File: src/rtl/pm_ctrl_pkg.sv
// Shared types and default constants for the phase-monitor sweep controller.
// Latency: n/a (types and constants only).
// Backpressure: n/a.
// Contents: pm_state_t sweep FSM encoding, default widths and reset length.
package pm_ctrl_pkg;

  localparam int N_CH_DEF    = 4;
  localparam int PM_W_DEF    = 20;
  localparam int CNT_W_DEF   = 24;
  localparam int RST_CYC_DEF = 16;

  typedef enum logic [2:0] {
    IDLE,
    RESET,
    ACCUM,
    CAPTURE,
    DONE
  } pm_state_t;

endpackage

File: src/rtl/pm_sweep_ctrl_if.sv
// Link between the sweep controller and the phase_monitor macro.
// Latency: wires only.
// Backpressure: none; the monitor result is quasi-static and sampled when needed.
// Signals: en_pm (accumulator enable, low = reset), sel_ch (ph_in mux select),
//          sel_sign (sign config), pm_out (monitor result).
interface pm_sweep_ctrl_if #(
  parameter int N_CH  = 4,
  parameter int PM_W  = 20,
  localparam int SEL_W = $clog2(N_CH)
);

  logic             en_pm;
  logic [SEL_W-1:0] sel_ch;
  logic [1:0]       sel_sign;
  logic [PM_W-1:0]  pm_out;

  // Controller side
  modport master (
    output en_pm,
    output sel_ch,
    output sel_sign,
    input  pm_out
  );

  // Phase monitor side
  modport slave (
    input  en_pm,
    input  sel_ch,
    input  sel_sign,
    output pm_out
  );

endinterface

File: src/rtl/pm_ctrl_timer.sv
// Loadable down-counter timing the RESET and ACCUM intervals.
// Latency: load takes effect next cycle; expire is high while the count is 0.
// Backpressure: none; the counter parks at 0 until reloaded.
// Ports: clk, rst (sync, active high), load, load_val, expire.
module pm_ctrl_timer
  import pm_ctrl_pkg::*;
#(
  parameter int CNT_W = CNT_W_DEF
) (
  input  logic             clk,
  input  logic             rst,
  input  logic             load,
  input  logic [CNT_W-1:0] load_val,
  output logic             expire
);

  logic [CNT_W-1:0] cnt_q, cnt_d;

  // A load of N-1 gives exactly N cycles in the state that issued the load,
  // with expire seen in the last of them.
  always_comb begin
    cnt_d = cnt_q;
    if (load) begin
      cnt_d = load_val;
    end else if (cnt_q != '0) begin
      cnt_d = cnt_q - CNT_W'(1);
    end
  end

  always_ff @(posedge clk) begin
    if (rst) begin
      cnt_q <= '0;
    end else begin
      cnt_q <= cnt_d;
    end
  end

  assign expire = (cnt_q == '0);

endmodule

File: src/rtl/pm_sweep_ctrl.sv
// Sweeps the phase monitor over a masked channel set and banks one result per channel.
// Latency: per channel RST_CYC + max(wait_cyc,1) + 1 cycles; done pulses one cycle after the last capture.
// Backpressure: none; start is ignored outside IDLE, abort drops the sweep back to IDLE.
// Ports: clk, rst (sync, active high); start/ch_mask/wait_cyc/sel_sign_cfg/abort from config space;
//        pm (master side to phase_monitor); busy, done, res_valid status; rd_addr/rd_data result read.
module pm_sweep_ctrl
  import pm_ctrl_pkg::*;
#(
  parameter  int N_CH    = N_CH_DEF,
  parameter  int PM_W    = PM_W_DEF,
  parameter  int CNT_W   = CNT_W_DEF,
  parameter  int RST_CYC = RST_CYC_DEF,
  localparam int SEL_W   = $clog2(N_CH)
) (
  input  logic              clk,
  input  logic              rst,
  input  logic              start,
  input  logic [N_CH-1:0]   ch_mask,
  input  logic [CNT_W-1:0]  wait_cyc,
  input  logic [1:0]        sel_sign_cfg,
  input  logic              abort,
  pm_sweep_ctrl_if.master   pm,
  output logic              busy,
  output logic              done,
  output logic [N_CH-1:0]   res_valid,
  input  logic [SEL_W-1:0]  rd_addr,
  output logic [PM_W-1:0]   rd_data
);

  localparam logic [CNT_W-1:0] RST_LOAD = CNT_W'(RST_CYC - 1);

  pm_state_t        state_q, state_d;
  logic [N_CH-1:0]  mask_q, mask_d;
  logic [CNT_W-1:0] wait_q, wait_d;
  logic [1:0]       sign_q, sign_d;
  logic [SEL_W-1:0] sel_ch_q, sel_ch_d;
  logic             en_pm_q, en_pm_d;
  logic             busy_q, busy_d;
  logic             done_q, done_d;
  logic [N_CH-1:0]  res_valid_q, res_valid_d;
  logic [PM_W-1:0]  res_q [N_CH];
  logic [PM_W-1:0]  res_d [N_CH];

  logic             t_load;
  logic [CNT_W-1:0] t_val;
  logic             t_expire;

  logic             nxt_found, first_found;
  logic [SEL_W-1:0] nxt_ch, first_ch;
  logic [CNT_W-1:0] accum_load;

  pm_ctrl_timer #(.CNT_W(CNT_W)) u_timer (
    .clk      (clk),
    .rst      (rst),
    .load     (t_load),
    .load_val (t_val),
    .expire   (t_expire)
  );

  // A zero window still accumulates for one cycle.
  assign accum_load = (wait_q == '0) ? '0 : (wait_q - CNT_W'(1));

  // Lowest enabled channel strictly above sel_ch (next in the sweep), and
  // lowest enabled channel of the incoming mask (first of a new sweep).
  // Scanning downwards lets the last hit be the lowest index.
  always_comb begin
    nxt_found   = 1'b0;
    nxt_ch      = '0;
    first_found = 1'b0;
    first_ch    = '0;
    for (int i = N_CH - 1; i >= 0; i--) begin
      if (mask_q[i] && (i > int'(sel_ch_q))) begin
        nxt_found = 1'b1;
        nxt_ch    = SEL_W'(i);
      end
      if (ch_mask[i]) begin
        first_found = 1'b1;
        first_ch    = SEL_W'(i);
      end
    end
  end

  always_comb begin
    state_d     = state_q;
    mask_d      = mask_q;
    wait_d      = wait_q;
    sign_d      = sign_q;
    sel_ch_d    = sel_ch_q;
    res_valid_d = res_valid_q;
    res_d       = res_q;
    t_load      = 1'b0;
    t_val       = '0;

    case (state_q)
      IDLE: begin
        if (start) begin
          mask_d      = ch_mask;
          wait_d      = wait_cyc;
          sign_d      = sel_sign_cfg;
          res_valid_d = '0;
          if (first_found) begin
            state_d  = RESET;
            sel_ch_d = first_ch;
            t_load   = 1'b1;
            t_val    = RST_LOAD;
          end else begin
            state_d = DONE;
          end
        end
      end

      RESET: begin
        if (abort) begin
          state_d = IDLE;
        end else if (t_expire) begin
          state_d = ACCUM;
          t_load  = 1'b1;
          t_val   = accum_load;
        end
      end

      ACCUM: begin
        if (abort) begin
          state_d = IDLE;
        end else if (t_expire) begin
          state_d = CAPTURE;
        end
      end

      CAPTURE: begin
        // Abort takes priority: the in-flight channel is not banked.
        if (abort) begin
          state_d = IDLE;
        end else begin
          res_d[sel_ch_q]       = pm.pm_out;
          res_valid_d[sel_ch_q] = 1'b1;
          if (nxt_found) begin
            state_d  = RESET;
            sel_ch_d = nxt_ch;
            t_load   = 1'b1;
            t_val    = RST_LOAD;
          end else begin
            state_d = DONE;
          end
        end
      end

      DONE: begin
        state_d = IDLE;
      end

      default: begin
        state_d = IDLE;
      end
    endcase

    // Outputs are registered, so they follow the state being entered.
    en_pm_d = (state_d == ACCUM) || (state_d == CAPTURE);
    busy_d  = (state_d == RESET) || (state_d == ACCUM) || (state_d == CAPTURE);
    done_d  = (state_d == DONE);
  end

  always_ff @(posedge clk) begin
    if (rst) begin
      state_q     <= IDLE;
      mask_q      <= '0;
      wait_q      <= '0;
      sign_q      <= '0;
      sel_ch_q    <= '0;
      en_pm_q     <= 1'b0;
      busy_q      <= 1'b0;
      done_q      <= 1'b0;
      res_valid_q <= '0;
      for (int i = 0; i < N_CH; i++) begin
        res_q[i] <= '0;
      end
    end else begin
      state_q     <= state_d;
      mask_q      <= mask_d;
      wait_q      <= wait_d;
      sign_q      <= sign_d;
      sel_ch_q    <= sel_ch_d;
      en_pm_q     <= en_pm_d;
      busy_q      <= busy_d;
      done_q      <= done_d;
      res_valid_q <= res_valid_d;
      for (int i = 0; i < N_CH; i++) begin
        res_q[i] <= res_d[i];
      end
    end
  end

  assign pm.en_pm    = en_pm_q;
  assign pm.sel_ch   = sel_ch_q;
  assign pm.sel_sign = sign_q;
  assign busy        = busy_q;
  assign done        = done_q;
  assign res_valid   = res_valid_q;

  // Guard covers channel counts that are not a power of two.
  always_comb begin
    rd_data = '0;
    if (int'(rd_addr) < N_CH) begin
      rd_data = res_q[rd_addr];
    end
  end

endmodule

File: src/flat_wrapper.sv
// flat-port wrapper written by rule: the top's interface ports become plain ports
module pm_sweep_ctrl_flat import pm_ctrl_pkg::*;
#(
  parameter  int N_CH    = N_CH_DEF,
  parameter  int PM_W    = PM_W_DEF,
  parameter  int CNT_W   = CNT_W_DEF,
  parameter  int RST_CYC = RST_CYC_DEF,
  localparam int SEL_W   = $clog2(N_CH)
)
  (clk, rst, start, ch_mask, wait_cyc, sel_sign_cfg, abort, busy, done, res_valid, rd_addr, rd_data, pm_en_pm, pm_sel_ch, pm_sel_sign, pm_pm_out);
  pm_sweep_ctrl_if #(.N_CH(N_CH), .PM_W(PM_W)) pm_i ();
  input  logic clk;
  input  logic rst;
  input  logic start;
  input  logic [N_CH-1:0] ch_mask;
  input  logic [CNT_W-1:0] wait_cyc;
  input  logic [1:0] sel_sign_cfg;
  input  logic abort;
  output logic busy;
  output logic done;
  output logic [N_CH-1:0] res_valid;
  input  logic [SEL_W-1:0] rd_addr;
  output logic [PM_W-1:0] rd_data;
  output wire logic [$bits(pm_i.en_pm)-1:0] pm_en_pm;
  output wire logic [$bits(pm_i.sel_ch)-1:0] pm_sel_ch;
  output wire logic [$bits(pm_i.sel_sign)-1:0] pm_sel_sign;
  input wire logic [$bits(pm_i.pm_out)-1:0] pm_pm_out;
  assign pm_en_pm = pm_i.en_pm;
  assign pm_sel_ch = pm_i.sel_ch;
  assign pm_sel_sign = pm_i.sel_sign;
  assign pm_i.pm_out = pm_pm_out;
  pm_sweep_ctrl #(.N_CH(N_CH), .PM_W(PM_W), .CNT_W(CNT_W), .RST_CYC(RST_CYC)) u_core (.clk(clk), .rst(rst), .start(start), .ch_mask(ch_mask), .wait_cyc(wait_cyc), .sel_sign_cfg(sel_sign_cfg), .abort(abort), .pm(pm_i), .busy(busy), .done(done), .res_valid(res_valid), .rd_addr(rd_addr), .rd_data(rd_data));
endmodule
File: config.mk
export PLATFORM = sky130hd
export DESIGN_NAME = pm_sweep_ctrl_flat
export DESIGN_NICKNAME = d
export VERILOG_FILES = /design/src/rtl/pm_ctrl_pkg.sv /design/src/rtl/pm_sweep_ctrl_if.sv /design/src/rtl/pm_ctrl_timer.sv /design/src/rtl/pm_sweep_ctrl.sv /design/src/flat_wrapper.sv
export SDC_FILE = /design/constraint.sdc
export NUM_CORES = 1
export LEC_CHECK = 0
export BUFFER_PORTS_ARGS = -buffer_cell sky130_fd_sc_hd__buf_2
export CAP_MARGIN = 0
export CELL_PAD_IN_SITES_DETAIL_PLACEMENT = 1
export CELL_PAD_IN_SITES_GLOBAL_PLACEMENT = 2
export CORE_ASPECT_RATIO = 1.2
export CORE_MARGIN = 2
export CORE_UTILIZATION = 25
export CTS_CLUSTER_SIZE = 14
export DETAILED_ROUTE_END_ITERATION = 8
export PLACE_DENSITY_LB_ADDON = 0.1
export SLEW_MARGIN = 20
export SYNTH_ARGS = -nofsm -noshare
export SYNTH_HDL_FRONTEND = slang
export SYNTH_SLANG_ARGS = --single-unit
File: constraint.sdc
create_clock -name clk -period 5 [get_ports clk]
set_input_delay 0.5 -clock clk [delete_from_list [all_inputs] [get_ports clk]]
set_output_delay 0.5 -clock clk [all_outputs]
set_load 0.01 [all_outputs]
### Yosys cells after proc, flatten, opt, wreduce, memory -nomap -nowiden

Cells that the tools add are included.

* add/sub/neg operators: 2
* equal/unequal tests: 11
* magnitude comparators: 8
* bitwise logic cells: 4
* muxes and demuxes: 56
* reductions and logical operators: 18

Operators by type and width (number)
* $mux 24: 7
* $bwmux 80: 1
* $pmux 24 s3: 1
* $mux 20: 3
* $logic_not 24->1: 2
* $sub 24x1->24 const B: 2
* $bmux 20 s2: 1
* $demux 20 s2: 1
* $mux 3: 8
* $reduce_bool 24->1: 1
* $mux 2: 11
* $mux 4: 4
* $mux 1: 14
* $eq 3x2->1 const B: 4
* $pmux 3 s4: 1
* $pmux 4 s2: 1
* $eq 3x1->1 const B: 2
* $ge 3x3->1 const B: 2
* $not 2->3: 2
* $logic_and 1x1->1: 5
* $reduce_and 5->1: 1
* $gt 2x2->1 const A: 2
* $ne 2x1->1 const B: 2
* $ne 2x2->1 const B: 2
* 15 further kinds: 19

* register bits: 146
* input bits: 56
* output and inout bits: 31
* word-level logic and storage cells: 113

### Logic depth before layout (Yosys ltp)

Gate-level depths: netlist (run 1).

* depth in word-level cells: 11
* mapped depth: 9
* gate-level depth less buffers: 8

### Cells and area by module

A second synthesis (run 1) with hierarchy kept.

* cells, all modules: 804
* area total of the unflattened synthesis: 6645.1 µm²

By module, submodules not included
* pm_sweep_ctrl: cells an instance 643, instances 1, area an instance 5335.1 µm², seq. area each 2422.3 µm²
* pm_ctrl_timer: cells an instance 161, instances 1, area an instance 1310.0 µm², seq. area each 480.5 µm²

### Worst setup path after synthesis (run 1)

Ideal clock, no wire load.

* kind: reg-to-reg
* start point: register u_core.u_timer.cnt_q[15]
* end point: register u_core.state_q[0]
* setup slack: 2.768 ns
* arrival time: 2.105 ns
* clock period less this slack: 2.232 ns
* setup time: 0.128 ns
* stages on the path, launching flop included: 8
* path buffers: 1
* data required time: 4.872 ns
* cell sequence: dfxtp_1 -> or4_1 -> or2_1 -> buf_6 -> nor3_2 -> mux2_2 -> a21oi_1 -> nor2_1

* word-level cells in the longest chain between the ends: 4
* elaborated cells between the ends (all ways): 6
* classes of those cells: 5 x mux; 1 x reduce/logical

Ends and longest elaborated chain
* start, declared: line pm_ctrl_timer.sv:17 `logic [CNT_W-1:0] cnt_q, cnt_d;`
* start signal, assigned: line pm_ctrl_timer.sv:34 `cnt_q <= cnt_d;`
* $logic_not 24->1 (*): line pm_ctrl_timer.sv:38 `assign expire = (cnt_q == '0);`
* $mux 3, on equally long branches: line pm_sweep_ctrl.sv:125, pm_sweep_ctrl.sv:115
* $mux 3, on equally long branches: line pm_sweep_ctrl.sv:123, pm_sweep_ctrl.sv:113
* $pmux 3 s4 (*): line pm_sweep_ctrl.sv:94 `case (state_q)`
* end signal, assigned: line pm_sweep_ctrl.sv:178 `state_q <= state_d;`
* end, declared: line pm_sweep_ctrl.sv:32 `pm_state_t state_q, state_d;`

Every way passes the cells marked *; elsewhere a longest branch is shown, timed or not.
A chain may end at the register's enable or synchronous reset.

### Worst setup path in the final report (run 1)

Same ends and word-level chain as after synthesis.

==> metrics.md, run 1 <==
| Metric | Value |
|---|---|
| Worst Path Required | 5.27 ns |
| RSZ-0062 raised after global routing | no |
| R2r setup slk | 2.37 ns |
| Syn-to-layout area delta | 20.1% |
| Remaining DRCs | 0 |
| Setup CP Type | reg2reg |
| Syn nets | around 870 |
| Hold Crit Class | in2reg |
| Proportion of layout cells with a drive suffix above 1 | between 10% and 20% |
| Worst path arrival time | slightly below 3 ns |
| Crit-path max FO | 9 |
| Status | finished clean |
| Setup TNS Final | 0 ns |
| Synth Cell Area | between 6000 and 7000 sq um |
| Clk_skew | around 0.016 ns |
| Register area share after synthesis | ~44% |
| Worst setup SP type | flip-flop |
| Initial core utilization | roughly a quarter |
| Async SR Flop Fraction | 0% |
| Final Power | between 3 and 4 mW |
| WL per Instance | about 18 um |
| Port-buffer cells | between 80 and 90 |
| Crit-path cells | or4_1 > or2_1 > nor3_2 > mux2_2 > a21oi_1 > nor2_1 |
| Hpwl dp | 14800 um |
| Post-synth EDFFs | 0 |
| Clock-pin slew on the worst setup and hold paths | 0.06 ns |
| Worst-Skew Late Latency | 0.43 ns |
| Period utilisation layout | 52.5% |
| Total GRT Usage | between 10% and 20% |
| CP max stage cell | nor3_2 |
| Final setup viols | 0 |
| Clock buffer depth | 2 |
| Lkg Pwr | 2.97 nW |
| FP Rows | 64 |
| F_max | between 300 and 400 MHz |
| Peak supply drop | between 200 and 250 uV |
| Vias per inst | roughly 4.9 |
| 1st-iter DRT viols | between 200 and 250 |
| Clock buffer count from CTS | 17 |
| Filler cells | ~3100 |
| Die W | 152 um |
| Most common library cells after synthesis | nand2_1, dfxtp_1, a21oi_1, clkbuf_1, nor2_1 |
| Top FF cell, synth | dfxtp_1 |
| Total grt overflow | 0 |
| Gpl congestion | roughly 0.77 |
| Worst Setup End Kind | flip-flop |
| Max cap viols | 0 |
| Root Driver | clkbuf_16 |
| Global-route wire length before repair | 35100 um |
| Via count | 5932 |
| Final hold vios | 0 |
| DR pass1 iterations | 4 |
| Power Dens Cells | between 400 and 500 nW/um^2 |
| Die ar. | 27500 sq um |
| Yosys warnings | 0 |
| # hold bufs at CTS | 0 |
| TritonCTS Sinks | ~150 |
| Slowest cell delay on critical path | 0.64 ns |
| Setup Buffers After CTS | 0 |
| Initial antenna violation count | 1 |
| Routed Antenna Nets | 0 |
| CTS HTree Levels | 4 |
| Synth top area share | roughly 44% |
| Slew @ Worst Pin | between 1 and 1.5 ns |
| Yosys top cell by area | dfxtp_1 |
| Yosys reg bits | ~150 |
| Most frequent cell after synthesis | nand2_1 |
| Avg Cell Area, Syn | approximately 8.1 sq um |
| Resized cells post-CTS | 0 |
| Nets | between 900 and 1000 |
| Final Critical Period | ~2.6 ns |
| CTS tree | yes |
| Final Max Slew Viols | 0 |
| Mapped Cells | between 800 and 900 |
| Num ports | between 80 and 90 |
| Number of distinct library cells after synthesis | between 50 and 60 |
| Largest cells by area after synthesis | dfxtp_1, nand2_1, a21oi_1, mux4_2, xor2_1 |
| Final hold slack | 0.292 ns |
| Slew margin rel. | roughly a third |
| Routed wire length | 22100 um |
| Vias in the first global route | roughly 6300 |
| Largest net degree at the start of global routing | a little over 80 |
| Core outline area | between 20000 and 30000 sq um |
| Die height | ~180 um |
## path summary, 6_finish.rpt
kind                            start                end  cells past startpoint
max          u_core.u_timer.cnt_q[15]  u_core.state_q[0]                      6
min                             abort    u_core.pm.en_pm                      2
max reg2reg  u_core.u_timer.cnt_q[15]  u_core.state_q[0]                      6
min reg2reg          u_core.res_q[38]   u_core.res_q[38]                      2
## metrics by stage
stage                     util (%)  setup slack [ns]  cells  cell area, sq um
final                         30.7              2.37   1212              7870
after global placement        28.4              2.28   1179              7270
after global routing          30.7              2.17   1211              7870
after floorplan                  -              2.77    805              6550
after CTS                     30.7              2.33   1211              7870
after detailed placement      28.4              2.19   1179              7270
## area by class of cell
cell class | instances | area, sq um | share of cell area, %
Antenna cell | 1 | 2.50 | 0.0318
Timing Repair Buffer | 95 | 500 | 6.36
Sequential cell | 145 | 2900 | 36.9
Tap cell | 330 | 413 | 5.25
Inverter | 5 | 18.8 | 0.238
Clock buffer | 20 | 447 | 5.67
Multi-Input combinational cell | 604 | 3440 | 43.7
Clock inverter | 12 | 148 | 1.88
## flip-flops by register name, summed over array words and instances, names as in the netlist
signal                count
u_core.u_timer.cnt_q     24
u_core.pm.en_pm           1
u_core.res_q             80
u_core.busy               1
u_core.res_valid          4
u_core.pm.sel_ch          2
u_core.done               1
u_core.wait_q            24
u_core.mask_q             3
u_core.pm.sel_sign        2
u_core.state_q            3
## per-layer routing
layer / share of wire (%) / GRT usage, % / wire length (um)
met1: 41 / 18.0 / 9090
met2: 54 / 30.7 / 11900
met3: 3.3 / 3.41 / 727
met4: 1.5 / 4.86 / 323
met5: 0 / 0 / 0
## cell families after synthesis
logic type / count (synthesis) / synth area share (%)
buffers and inverters: 56 / 3.40
adder cells (fa/ha/maj): 4 / 0.764
XOR/XNOR: 33 / 4.41
AND/OR/NAND/NOR: 370 / 24.9
multiplexers: 22 / 7.22
flip-flops: 145 / 44.3
AO/OA/AOI/OAI: 175 / 15.0
## worst max-delay path: cells and delay by family, from the launching register on
family,cells,cell delay [ns]
simple gates,4,1.58
mux,1,0.40
flops,1,0.35
compound gates,1,0.14
## power by group
part	internal, mW	switching (mW)
sequential	1.23	0.0876
combinational	0.295	0.477
clock	0.761	0.547
total	2.29	1.11
## cells in the final DEF, fill, tap and decap left out, drive strengths merged, types with 8 or more instances in the layout
cell / n
nand2: 244
dfxtp: 145
a21oi: 128
buf: 95
nor2: 38
xor2: 25
nor3: 23
mux4: 20
clkbuf: 20
nor4: 15
a22oi: 12
o21ai: 12
inv: 10
nand3: 8
xnor2: 8
(Power assumes the default switching activity.)
==> run 2: changes to the inputs <==
- clock period: 5 -> 2.2 ns (I/O delays scaled with it)
==> run 2 against run 1 <==
Via count is 4.0% higher. Final area increased by 7.2%. Maximum frequency increased by 22%. First-iteration DRC count up 1.2%. Worst hold slack worse by 0.26 ns. Wire length is 5.8% higher. Clock skew shrank 0.0066 ns. Register-to-register slack worse by 2.3 ns. Sequential power rose by 130%. Setup slack got worse by 2.3 ns. Critical path type unchanged.
==> metrics.md, run 2 (synthesized netlist as in run 1, its figures left out) <==
| Metric | Value |
|---|---|
| Status | finished clean |
| Clk_skew | about 0.0098 ns |
| 1st-iter DRT viols | about 250 |
| Port-buffer cells | 86 |
| Lkg Pwr | between 3 and 4 nW |
| TritonCTS Sinks | 145 |
| Crit-path cells | or4_4 > or2_4 > nor3_4 > nor3b_4 > clkbuf_4 > nand2_1 > a21oi_1 |
| Final Critical Period | between 2 and 2.5 ns |
| Syn-to-layout area delta | 28.8% |
| Root Driver | clkbuf_16 |
| RSZ-0062 raised after global routing | yes |
| Gpl congestion | 0.797 |
| Cell internal pwr | 5.50 mW |
| Crit-path max FO | 6 |
| Setup WS post-layout | about 0.045 ns |
| Worst setup SP type | flip-flop |
| Global-route wire length before repair | between 30000 and 40000 um |
| Vias per inst | slightly below 5 |
| Clock group share of total power | 34.6% |
| Remaining DRCs | 0 |
| Slew @ Worst Pin | around 0.55 ns |
| Most common cell after layout, fill and taps aside | nand2_1 |
| Final hold vios | 0 |
| Switch share | between 30% and 40% |
| Slowest cell delay on critical path | between 0.5 and 0.6 ns |
| Routed wire length | 23300 um |
| Hold Crit Class | in2reg |
| F_max | 464 MHz |
| CTS tree | yes |
| Setup TNS Final | 0 ns |
| Largest regs | u_core.res_q (80), u_core.u_timer.cnt_q (24), u_core.wait_q (24) |
| Power Dens Cells | just under 1000 nW/um^2 |
| Total grt overflow | 0 |
| FP Rows | 64 |
| Total GRT Usage | approximately 17% |
| Worst path arrival time | 2.51 ns |
| Hpwl dp | approximately 16000 um |
| Die W | between 150 and 200 um |
| Die ar. | between 20000 and 30000 sq um |
| Worst Path Required | around 2.6 ns |
| Final setup viols | 0 |
| Peak supply drop | roughly 410 uV |
| Placed cell areas | between 7000 and 8000 sq um |
| Clock buffer count from CTS | 17 |
| Worst-Skew Late Latency | about 0.43 ns |
| Final Max Slew Viols | 0 |
| Die height | around 180 um |
| Clock buffer depth | 2 |
| Nets | around 980 |
| Num ports | 87 |
| Initial antenna violation count | 1 |
| Filler cells | between 3000 and 4000 |
| Combinational power share | ~29% |
| Clock-pin slew on the worst setup and hold paths | ~0.070 ns |
| Sequential Power Share | approximately 36% |
| Final Cell Area | about 8400 sq um |
| WL per Instance | between 15 and 20 um |
| Vias in the first global route | a little under 7000 |
| Largest net degree at the start of global routing | a little over 60 |
| Dpl ws | -0.0484 ns |
| CTS HTree Levels | 4 |
| Most frequent cells in the layout | nand2_1, dfxtp_1, a21oi_1 |
| Switching power | between 2 and 3 mW |
| Core outline area | ~26000 sq um |
| Setup CP Type | reg2reg |
| Via count | 6172 |
| Worst Setup End Kind | flip-flop |
| Final hold slack | between 0.02 and 0.03 ns |
| Slew margin rel. | 63.2% |
| Period utilisation layout | about 98% |
| Number of flip-flops under the largest register name | 80 |
| Initial core utilization | between 20% and 30% |
| Max cap viols | 0 |
| CP max stage cell | or4_4 |
| Routed Antenna Nets | 0 |
| Proportion of layout cells with a drive suffix above 1 | 24.8% |
| DR pass1 iterations | 4 |
| Top reg by flops | u_core.res_q |
## run 2: changes by cell type in the layout (fill, tap and decap cells not counted), moves of 3 or more
cell / delta
nor4_1: -4
clkinvlp_4: +5
buf_12: +5
buf_4: +46
buf_6: +3
## run 2: layer usage
layer	part of all wire [%]	track usage (%)	vias up
met5	0	0	-
met4	1.6	5.16	0
met3	3.4	3.67	28
met2	55	33.4	86
met1	40	18.2	3048
li1	-	-	3010
## run 2: repair_timing
item                                    in CTS  in global routing
resized for setup                            1                 20
hold buffers                                 1                  0
endpoints found under the hold margin        2                  0
endpoints found under the setup margin       2                 18
cloned                                       0                  1
pin swaps                                    0                  4
buffers inserted                             0                  2
## run 2: power groups by stage
stage	logic, mW	clock network [mW]	registers [mW]
2_1_floorplan	1.35	0	3.00
3_3_place_gp	2.24	0	3.02
3_5_place_dp	2.27	0	3.03
4_1_cts	2.31	2.92	2.98
5_1_grt	2.62	3.04	3.01
6_report	2.38	2.85	2.99
## run 2: final cells by class
cell class | instances | area (sq um) | share of cell area (%)
repair buffers | 151 | 997 | 11.8
clock inverters | 14 | 131 | 1.56
inverters | 5 | 18.8 | 0.222
clock buffers | 18 | 439 | 5.20
flip-flops and latches | 145 | 2900 | 34.4
multi-input cells | 604 | 3530 | 41.9
well taps | 330 | 413 | 4.89
diodes | 1 | 2.50 | 0.0297
## run 2: path summary, 6_finish.rpt
kind | start | to | slack [ns] | cells past startpoint
hold / removal | wait_cyc[21] | u_core.wait_q[21] | 0.03 | 3
setup / recovery | u_core.u_timer.cnt_q[15] | u_core.u_timer.cnt_q[22] | 0.05 | 7
hold reg to reg | u_core.res_q[11] | u_core.res_q[11] | 0.45 | 2
setup reg to reg | u_core.u_timer.cnt_q[15] | u_core.u_timer.cnt_q[22] | 0.05 | 7
## run 2: worst max-delay path: cells and delay by family (launching register included)
kind                   cells  cell delay, ns
and+or+nand+nor            5            1.36
buffers and inverters      1            0.26
AOI/OAI and AO/OA          1            0.14
DFF                        1            0.32
## run 2: stage by stage
| step | util, % | total power, mW | cells |
|---|---|---|---|
| floorplan | - | 4.35 | 805 |
| global route | 32.9 | 8.67 | 1267 |
| detailed placement | 30.2 | 5.31 | 1231 |
| finish | 32.9 | 8.22 | 1268 |
| CTS | 32.5 | 8.21 | 1264 |
| global placement | 30.2 | 5.26 | 1231 |
